File: src/rtl/if_id_hazard_reg.sv
// IF/ID pipeline register with load-use hazard detection, branch flush and
// saturating stall/flush event counters.
module if_id_hazard_reg #(
  parameter int CNT_W = 16
) (
  input  logic             clk,
  input  logic             rst,
  input  logic [31:0]      pc_plus4_in,
  input  logic [31:0]      instr_in,
  input  logic             id_ex_mem_read,
  input  logic [4:0]       id_ex_rt,
  input  logic             branch_taken,
  output logic             pc_write,
  output logic             ctrl_bubble,
  output logic [31:0]      if_id_pc_plus4,
  output logic [31:0]      if_id_instr,
  output logic             if_id_valid,
  output logic [CNT_W-1:0] stall_count,
  output logic [CNT_W-1:0] flush_count
);

  localparam logic [5:0] OP_RTYPE = 6'h00;
  localparam logic [5:0] OP_J     = 6'h02;
  localparam logic [5:0] OP_BEQ   = 6'h04;
  localparam logic [5:0] OP_SW    = 6'h2B;

  logic [5:0] op;
  logic [4:0] rs;
  logic [4:0] rt;
  logic       uses_rs;
  logic       uses_rt;
  logic       hazard;
  logic       flush;
  logic       stall;

  assign op = if_id_instr[31:26];
  assign rs = if_id_instr[25:21];
  assign rt = if_id_instr[20:16];

  assign uses_rt = (op == OP_RTYPE) || (op == OP_BEQ) || (op == OP_SW);
  assign uses_rs = (op != OP_J);

  // A load targeting $0 never produces a value anyone waits on.
  always_comb begin
    hazard = 1'b0;
    if (if_id_valid && id_ex_mem_read && (id_ex_rt != 5'd0)) begin
      hazard = (uses_rs && (rs == id_ex_rt)) || (uses_rt && (rt == id_ex_rt));
    end
  end

  // Flush wins over a stall: the load in EX is itself on the wrong path.
  assign flush       = branch_taken;
  assign stall       = hazard && !branch_taken;
  assign pc_write    = !stall;
  assign ctrl_bubble = flush || hazard;

  always_ff @(posedge clk or negedge rst) begin
    if (!rst) begin
      if_id_pc_plus4 <= '0;
      if_id_instr    <= '0;
      if_id_valid    <= 1'b0;
    end else if (flush) begin
      if_id_pc_plus4 <= '0;
      if_id_instr    <= '0;
      if_id_valid    <= 1'b0;
    end else if (!stall) begin
      if_id_pc_plus4 <= pc_plus4_in;
      if_id_instr    <= instr_in;
      if_id_valid    <= 1'b1;
    end
  end

  // Counters stop at all-ones rather than wrapping.
  always_ff @(posedge clk or negedge rst) begin
    if (!rst) begin
      stall_count <= '0;
      flush_count <= '0;
    end else begin
      if (stall && (stall_count != {CNT_W{1'b1}})) begin
        stall_count <= stall_count + 1'b1;
      end
      if (flush && (flush_count != {CNT_W{1'b1}})) begin
        flush_count <= flush_count + 1'b1;
      end
    end
  end

endmodule
File: config.mk
export PLATFORM = sky130hd
export DESIGN_NAME = if_id_hazard_reg
export DESIGN_NICKNAME = d
export VERILOG_FILES = /design/src/rtl/if_id_hazard_reg.sv
export SDC_FILE = /design/constraint.sdc
export NUM_CORES = 1
export LEC_CHECK = 0
export CAP_MARGIN = 20
export CORE_MARGIN = 10
export CORE_UTILIZATION = 46
export CTS_CLUSTER_DIAMETER = 150
export CTS_CLUSTER_SIZE = 40
export DETAILED_ROUTE_END_ITERATION = 8
export PLACE_DENSITY = 0.85
export SYNTH_ARGS = -nofsm -noshare
export SYNTH_HDL_FRONTEND = slang
export SYNTH_SLANG_ARGS = --single-unit
File: constraint.sdc
create_clock -name clk -period 4.4 [get_ports clk]
set_clock_uncertainty 0.1 [all_clocks]
set_input_delay 0.66 -clock clk [delete_from_list [all_inputs] [get_ports clk]]
set_output_delay 0.66 -clock clk [all_outputs]
set_load 0.02 [all_outputs]
# Word level (Yosys, flattened, before mapping)
# Index checks and enable logic that the tools add are counted.
# Widths: inputs -> output; s select.
dict set report op_classes {
  n_addsub 2
  eq_ne 8
  mux 7
  reduce_logical 15
}
# operator count
set ops {}
lappend ops {{$mux 32} 4}
lappend ops {{$add 16x1->16 const B} 2}
lappend ops {{$ne 16x16->1 const B} 2}
lappend ops {{$eq 5x5->1} 2}
lappend ops {{$logic_and 1x1->1} 7}
lappend ops {{$eq 6x3->1 const B} 1}
lappend ops {{$eq 6x6->1 const B} 1}
lappend ops {{$logic_not 6->1} 1}
lappend ops {{$ne 6x2->1 const B} 1}
lappend ops {{$reduce_bool 5->1} 1}
lappend ops {{$logic_or 1x1->1} 4}
lappend ops {{$mux 1} 3}
lappend ops {{$logic_not 1->1} 2}
lappend ops {{$ne 2x2->1 const B} 1}
dict set report totals {
  reg_bits 97
  in_bits 73
  out_inout_bits 99
  word_cells 37
}

# Logic depth before layout (Yosys ltp)
dict set report logic_depth {
  ltp_word 9
  mapped_depth 8
  depth_no_buf 7
}

# Worst setup path after synthesis
# OpenSTA, ideal clock, no wires.
dict set report synth_path {
  path_type {flip-flop to output port}
  from {reg if_id_instr[26]}
  to {out ctrl_bubble}
  t_arrival_ns 2.150
  required_ns 3.640
  setup_slack_ns 1.490
  path_stages_with_launch 9
  n_path_buf 2
  path_cell_list {dfrtp_1 > or3_1 > or4b_1 > nand4_1 > a21boi_2 > nor2_1 > buf_2 > buf_2 > inv_1}
}
dict set report synth_between {
  elab_chain_cells 7
  elab_cells_between_ends 11
  classes_between {3 x eq/ne; 1 x mux; 7 x reduce/logical}
}
# element line_no
set synth_lines {}
lappend synth_lines {{start, declared} 16} ;# output logic [31:0] if_id_instr,
lappend synth_lines {{start signal, assigned} 68} ;# if_id_instr <= instr_in;
lappend synth_lines {{$eq 6x3->1 / $logic_not 6->1 (equally long branches)} 40} ;# assign uses_rt = (op == OP_RTYPE) || (op == OP_BEQ) || (op == OP_SW);
lappend synth_lines {{$logic_or 1x1->1 (2 in a row)} 40}
lappend synth_lines {{$logic_and 1x1->1} 47} ;# hazard = (uses_rs && (rs == id_ex_rt)) || (uses_rt && (rt == id_ex_rt));
lappend synth_lines {{$logic_or 1x1->1 (*)} 47}
lappend synth_lines {{$mux 1 (*)} 46} ;# if (if_id_valid && id_ex_mem_read && (id_ex_rt != 5'd0)) begin
lappend synth_lines {{$logic_or 1x1->1 (*)} 55} ;# assign ctrl_bubble = flush || hazard;
lappend synth_lines {{end, declared} 14} ;# output logic ctrl_bubble,
# Mark *: on every way between the ends. The rest lies on a longest branch, timed or not.

# Worst setup path after layout
dict set report layout_path {
  from {in id_ex_rt[1]}
  to {out pc_write}
}
dict set report layout_between {
  elab_chain_cells 6
  elab_cells_between_ends 10
  classes_between {2 x eq/ne; 1 x mux; 7 x reduce/logical}
}
# element line_no
set layout_lines {}
lappend layout_lines {{start, declared} 11} ;# input logic [4:0] id_ex_rt,
lappend layout_lines {{$eq 5x5->1} 47}
lappend layout_lines {{$logic_and 1x1->1} 47}
lappend layout_lines {{$logic_or 1x1->1} 47}
lappend layout_lines {{$mux 1 (*)} 46}
lappend layout_lines {{$logic_and 1x1->1 (*)} 53} ;# assign stall = hazard && !branch_taken;
lappend layout_lines {{$logic_not 1->1 (*)} --}
lappend layout_lines {{end, declared} 13} ;# output logic pc_write,
# Marks and branches as above.

==> metrics.txt <==
# TYPE chip_impl_metric gauge
chip_impl_metric{name="hold_violations",unit=""} 0
chip_impl_metric{name="post_synth_instance_area",unit="sq um"} 3990
chip_impl_metric{name="clkSlewWorstSetupHoldPaths",unit="ns"} 0.09
chip_impl_metric{name="drive_gt1_share",unit="%"} 4.96
chip_impl_metric{name="final_min_period_over_clock_period",unit="%"} 88.1
chip_impl_metric{name="layout.nets",unit=""} 554
chip_impl_info{name="rsz_0062_raised_after_global_routing",value="false"} 1
chip_impl_metric{name="grt_max_degree",unit=""} 65
chip_impl_metric{name="global_route.usage.total",unit="%"} 18.8
chip_impl_info{name="crit_path_frequent_cell",value="sky130_fd_sc_hd__clkdlybuf4s50_1"} 1
chip_impl_metric{name="cts-htree-levels",unit=""} 3
chip_impl_metric{name="wl_met2",unit="um"} 5770
chip_impl_metric{name="nFillCells",unit=""} 581
chip_impl_metric{name="cts_resized",unit=""} 0
chip_impl_metric{name="vdd_ir_drop_max",unit="mV"} 0.307
chip_impl_metric{name="route.detailed.vias_per_inst",unit=""} 5.60
chip_impl_metric{name="critical_path.max_fanout",unit=""} 9
chip_impl_metric{name="synth_async_sr_flop_share",unit="%"} 100
chip_impl_metric{name="yosysWarnings",unit=""} 0
chip_impl_metric{name="timing_max_transition_violations_final",unit=""} 0
chip_impl_info{name="synth_top_flop_cell",value="sky130_fd_sc_hd__dfrtp_1"} 1
chip_impl_metric{name="cp.arrival",unit="ns"} 3.12
chip_impl_metric{name="row_count",unit=""} 33
chip_impl_info{name="status",value="completed"} 1
chip_impl_metric{name="cellPowerDensity",unit="nW/um^2"} 335
chip_impl_info{name="dr.max_layer_used",value="met5"} 1
chip_impl_metric{name="drtPass1Iterations",unit=""} 5
chip_impl_metric{name="crit_path_max_incr_delay",unit="ns"} 0.53
chip_impl_metric{name="max-clock-path-buffers",unit=""} 2
chip_impl_metric{name="floorplan.io_pins",unit=""} 172
chip_impl_metric{name="area_growth_syn_to_layout",unit="%"} 48.6
chip_impl_info{name="critical_path.endpoint_type",value="output pin"} 1
chip_impl_info{name="path_class",value="in2out"} 1
chip_impl_metric{name="synthCells",unit=""} 309
chip_impl_info{name="cp_cell_sequence",value="clkdlybuf4s50_1 > xor2_1 > nor4_1 > nand4_1 > a21boi_2 > and2_4 > inv_1 > clkdlybuf4s50_1"} 1
chip_impl_metric{name="routed_wire_length_on_met3",unit="um"} 1210
chip_impl_metric{name="number_of_global_route_vias_before_repair",unit=""} 3263
chip_impl_metric{name="antenna-diode-count",unit=""} 0
chip_impl_metric{name="drcViolationCount",unit=""} 0
chip_impl_metric{name="final_global_route_overflow_total",unit=""} 0
chip_impl_metric{name="cts_num_sinks",unit=""} 97
chip_impl_metric{name="synth.ff_latch_count",unit=""} 97
chip_impl_metric{name="wl",unit="um"} 12300
chip_impl_metric{name="cts_setup_buffers",unit=""} 0
chip_impl_metric{name="netlist-cell-type-count",unit=""} 32
chip_impl_metric{name="clkLatencyLatePin",unit="ns"} 0.35
chip_impl_metric{name="route.antenna.remaining_nets",unit=""} 0
chip_impl_metric{name="max_freq",unit="MHz"} 258
chip_impl_metric{name="tightest_slew",unit="ns"} 0.774
chip_impl_metric{name="detail_route.wl_per_cell",unit="um"} 20.9
chip_impl_metric{name="final_weighted_congestion_of_routability_driven_global_placement",unit=""} 0.940
chip_impl_metric{name="tns",unit="ns"} 0
chip_impl_metric{name="coreArea",unit="sq um"} 8340
chip_impl_info{name="cts.root.buffer_cell",value="sky130_fd_sc_hd__clkbuf_8"} 1
chip_impl_metric{name="cts-buffers-inserted",unit=""} 9
chip_impl_info{name="critical-path-slowest-cell",value="sky130_fd_sc_hd__clkdlybuf4s50_1"} 1
chip_impl_metric{name="post-dp-hpwl",unit="um"} 9450
chip_impl_metric{name="grt_first_pass_wirelength",unit="um"} 19100
chip_impl_metric{name="power",unit="mW"} 1.98
chip_impl_metric{name="required_worst_endpoint",unit="ns"} 3.64
chip_impl_metric{name="max_slew_margin_vs_limit",unit="%"} 48.4
chip_impl_metric{name="die-width",unit="um"} 113
chip_impl_metric{name="finalWorstPathRequiredPeriod",unit="ns"} 3.88
chip_impl_metric{name="synth-edff-count",unit=""} 0
chip_impl_metric{name="post-place-ws",unit="ns"} 0.569
chip_impl_metric{name="ctsHoldBuffers",unit=""} 0
chip_impl_metric{name="static-leakage-power",unit="nW"} 2.63
chip_impl_metric{name="synth.avg_cell_area",unit="sq um"} 12.9
chip_impl_metric{name="vias",unit=""} 3300
chip_impl_metric{name="portBuffers",unit=""} 171
chip_impl_metric{name="drt_first_iter_violations",unit=""} 248
chip_impl_info{name="start_kind",value="input pin"} 1
chip_impl_metric{name="maxCapViolations",unit=""} 0
chip_impl_metric{name="number_of_antenna_violations_at_the_first_check_in_global_routing",unit=""} 1
chip_impl_metric{name="synth-seq-area-share",unit="%"} 60.9
chip_impl_metric{name="wl_met1",unit="um"} 5140
chip_impl_metric{name="die_h",unit="um"} 113
chip_impl_metric{name="die_area",unit="sq um"} 12800
chip_impl_metric{name="synth.net_count",unit=""} 384
chip_impl_metric{name="postLayoutSetupSlackWorst",unit="ns"} 0.523
chip_impl_metric{name="setup_violations",unit=""} 0
chip_impl_metric{name="floorplan.initialDensity",unit="%"} 47.8
chip_impl_info{name="holdCritPathClass",value="in2async"} 1
chip_impl_info{name="tritoncts",value="built"} 1
## synthesized netlist by cell type, types with 2 or more instances
| library cell | count | share of area, % |
|---|---|---|
| sky130_fd_sc_hd__a21oi_1 | 4 | 0.50 |
| sky130_fd_sc_hd__a22o_1 | 64 | 14 |
| sky130_fd_sc_hd__a31oi_1 | 4 | 0.63 |
| sky130_fd_sc_hd__a41oi_1 | 2 | 0.44 |
| sky130_fd_sc_hd__and2_1 | 5 | 0.78 |
| sky130_fd_sc_hd__and3_1 | 11 | 1.7 |
| sky130_fd_sc_hd__and4_1 | 2 | 0.44 |
| sky130_fd_sc_hd__buf_2 | 7 | 0.88 |
| sky130_fd_sc_hd__buf_6 | 6 | 1.7 |
| sky130_fd_sc_hd__clkbuf_1 | 3 | 0.28 |
| sky130_fd_sc_hd__dfrtp_1 | 97 | 61 |
| sky130_fd_sc_hd__ha_1 | 2 | 0.63 |
| sky130_fd_sc_hd__inv_1 | 5 | 0.47 |
| sky130_fd_sc_hd__mux2_2 | 2 | 0.56 |
| sky130_fd_sc_hd__nand2_1 | 13 | 1.2 |
| sky130_fd_sc_hd__nand3_1 | 11 | 1.4 |
| sky130_fd_sc_hd__nand4_1 | 13 | 2.0 |
| sky130_fd_sc_hd__nor2_1 | 7 | 0.66 |
| sky130_fd_sc_hd__nor4_1 | 2 | 0.31 |
| sky130_fd_sc_hd__or3_1 | 3 | 0.47 |
| sky130_fd_sc_hd__xnor2_1 | 24 | 5.3 |
| sky130_fd_sc_hd__xor2_1 | 12 | 2.6 |
## registers in the layout, indices dropped and copies added, names as in the netlist
name,cells
if_id_instr,32
if_id_pc_plus4,32
flush_count,16
stall_count,16
if_id_valid,1
## through the flow
step	cell area, sq um	hold WS, ns	cells	util (%)
after global placement	5750	0.375	573	69.0
final	5930	0.272	589	71.0
after detailed placement	5750	0.378	573	69.0
after global routing	5930	0.320	589	71.0
after floorplan	3990	0.264	309	-
after CTS	5930	0.299	589	71.0
## critical path: cells and delay by family
family	cells	cell delay (ns)
buffers and inverters	3	1.05
xor gates and xnor gates	1	0.20
and+or+nand+nor	3	0.73
AOI/OAI and AO/OA	1	0.47
## power breakdown
part	total, mW	internal (mW)	switching (mW)	leakage (nW)
Clock	0.513	0.210	0.303	0.0801
Sequential	1.03	0.958	0.0675	1.27
Combinational	0.445	0.234	0.211	1.29
Total	1.98	1.40	0.582	2.63
## kinds of logic after synthesis
group / count (synthesis) / share of synthesized area [%]
AOI/OAI and AO/OA: 79 / 16.7
xor gates and xnor gates: 36 / 7.90
adders and majority gates: 2 / 0.627
buffers and inverters: 21 / 3.32
DFF: 97 / 60.9
muxes: 2 / 0.565
and+or+nand+nor: 72 / 10.0
## metal layers
layer	track usage, %	up-vias
li1	-	1489
met1	24.3	1628
met2	29.1	166
met3	6.66	15
met4	5.41	2
met5	0	-
## path summary, 6_finish.rpt
check	start	to	slack (ns)	depth (start not counted)
hold / removal	rst	if_id_pc_plus4[22]$_DFFE_PN0P_	0.27	1
min in group clk	flush_count[10]$_DFFE_PN0P_	flush_count[10]$_DFFE_PN0P_	0.39	1
setup / recovery	id_ex_rt[1]	pc_write	0.52	8
max in group asynchronous	rst	if_id_pc_plus4[4]$_DFFE_PN0P_	2.95	2
setup reg to reg	if_id_instr[17]$_DFFE_PN0P_	if_id_pc_plus4[21]$_DFFE_PN0P_	1.63	7
hold reg to reg	flush_count[10]$_DFFE_PN0P_	flush_count[10]$_DFFE_PN0P_	0.39	1
## layout by cell type, fill, tap and decap left out, types with 5 or more instances in the layout
cell | Yosys | routed
sky130_fd_sc_hd__clkdlybuf4s50_1 | 0 | 170
sky130_fd_sc_hd__dfrtp_1 | 97 | 97
sky130_fd_sc_hd__a22o_1 | 64 | 64
sky130_fd_sc_hd__xnor2_1 | 24 | 24
sky130_fd_sc_hd__nand2_1 | 13 | 13
sky130_fd_sc_hd__nand4_1 | 13 | 13
sky130_fd_sc_hd__xor2_1 | 12 | 12
sky130_fd_sc_hd__and3_1 | 11 | 11
sky130_fd_sc_hd__nand3_1 | 11 | 11
sky130_fd_sc_hd__clkbuf_8 | 0 | 9
sky130_fd_sc_hd__nor2_1 | 7 | 6
sky130_fd_sc_hd__inv_1 | 5 | 5
sky130_fd_sc_hd__and2_1 | 5 | 5
sky130_fd_sc_hd__buf_4 | 0 | 5
## area by class of cell
class	instances	area, sq um	area share [%]
multi-input cells	191	1440	24.2
well taps	105	131	2.22
repair buffers	175	1740	29.3
clock inverters	5	41.3	0.697
inverters	5	18.8	0.317
clock buffers	11	131	2.22
flip-flops and latches	97	2430	41.0
Note: power is estimated with default switching activity, not from simulation.
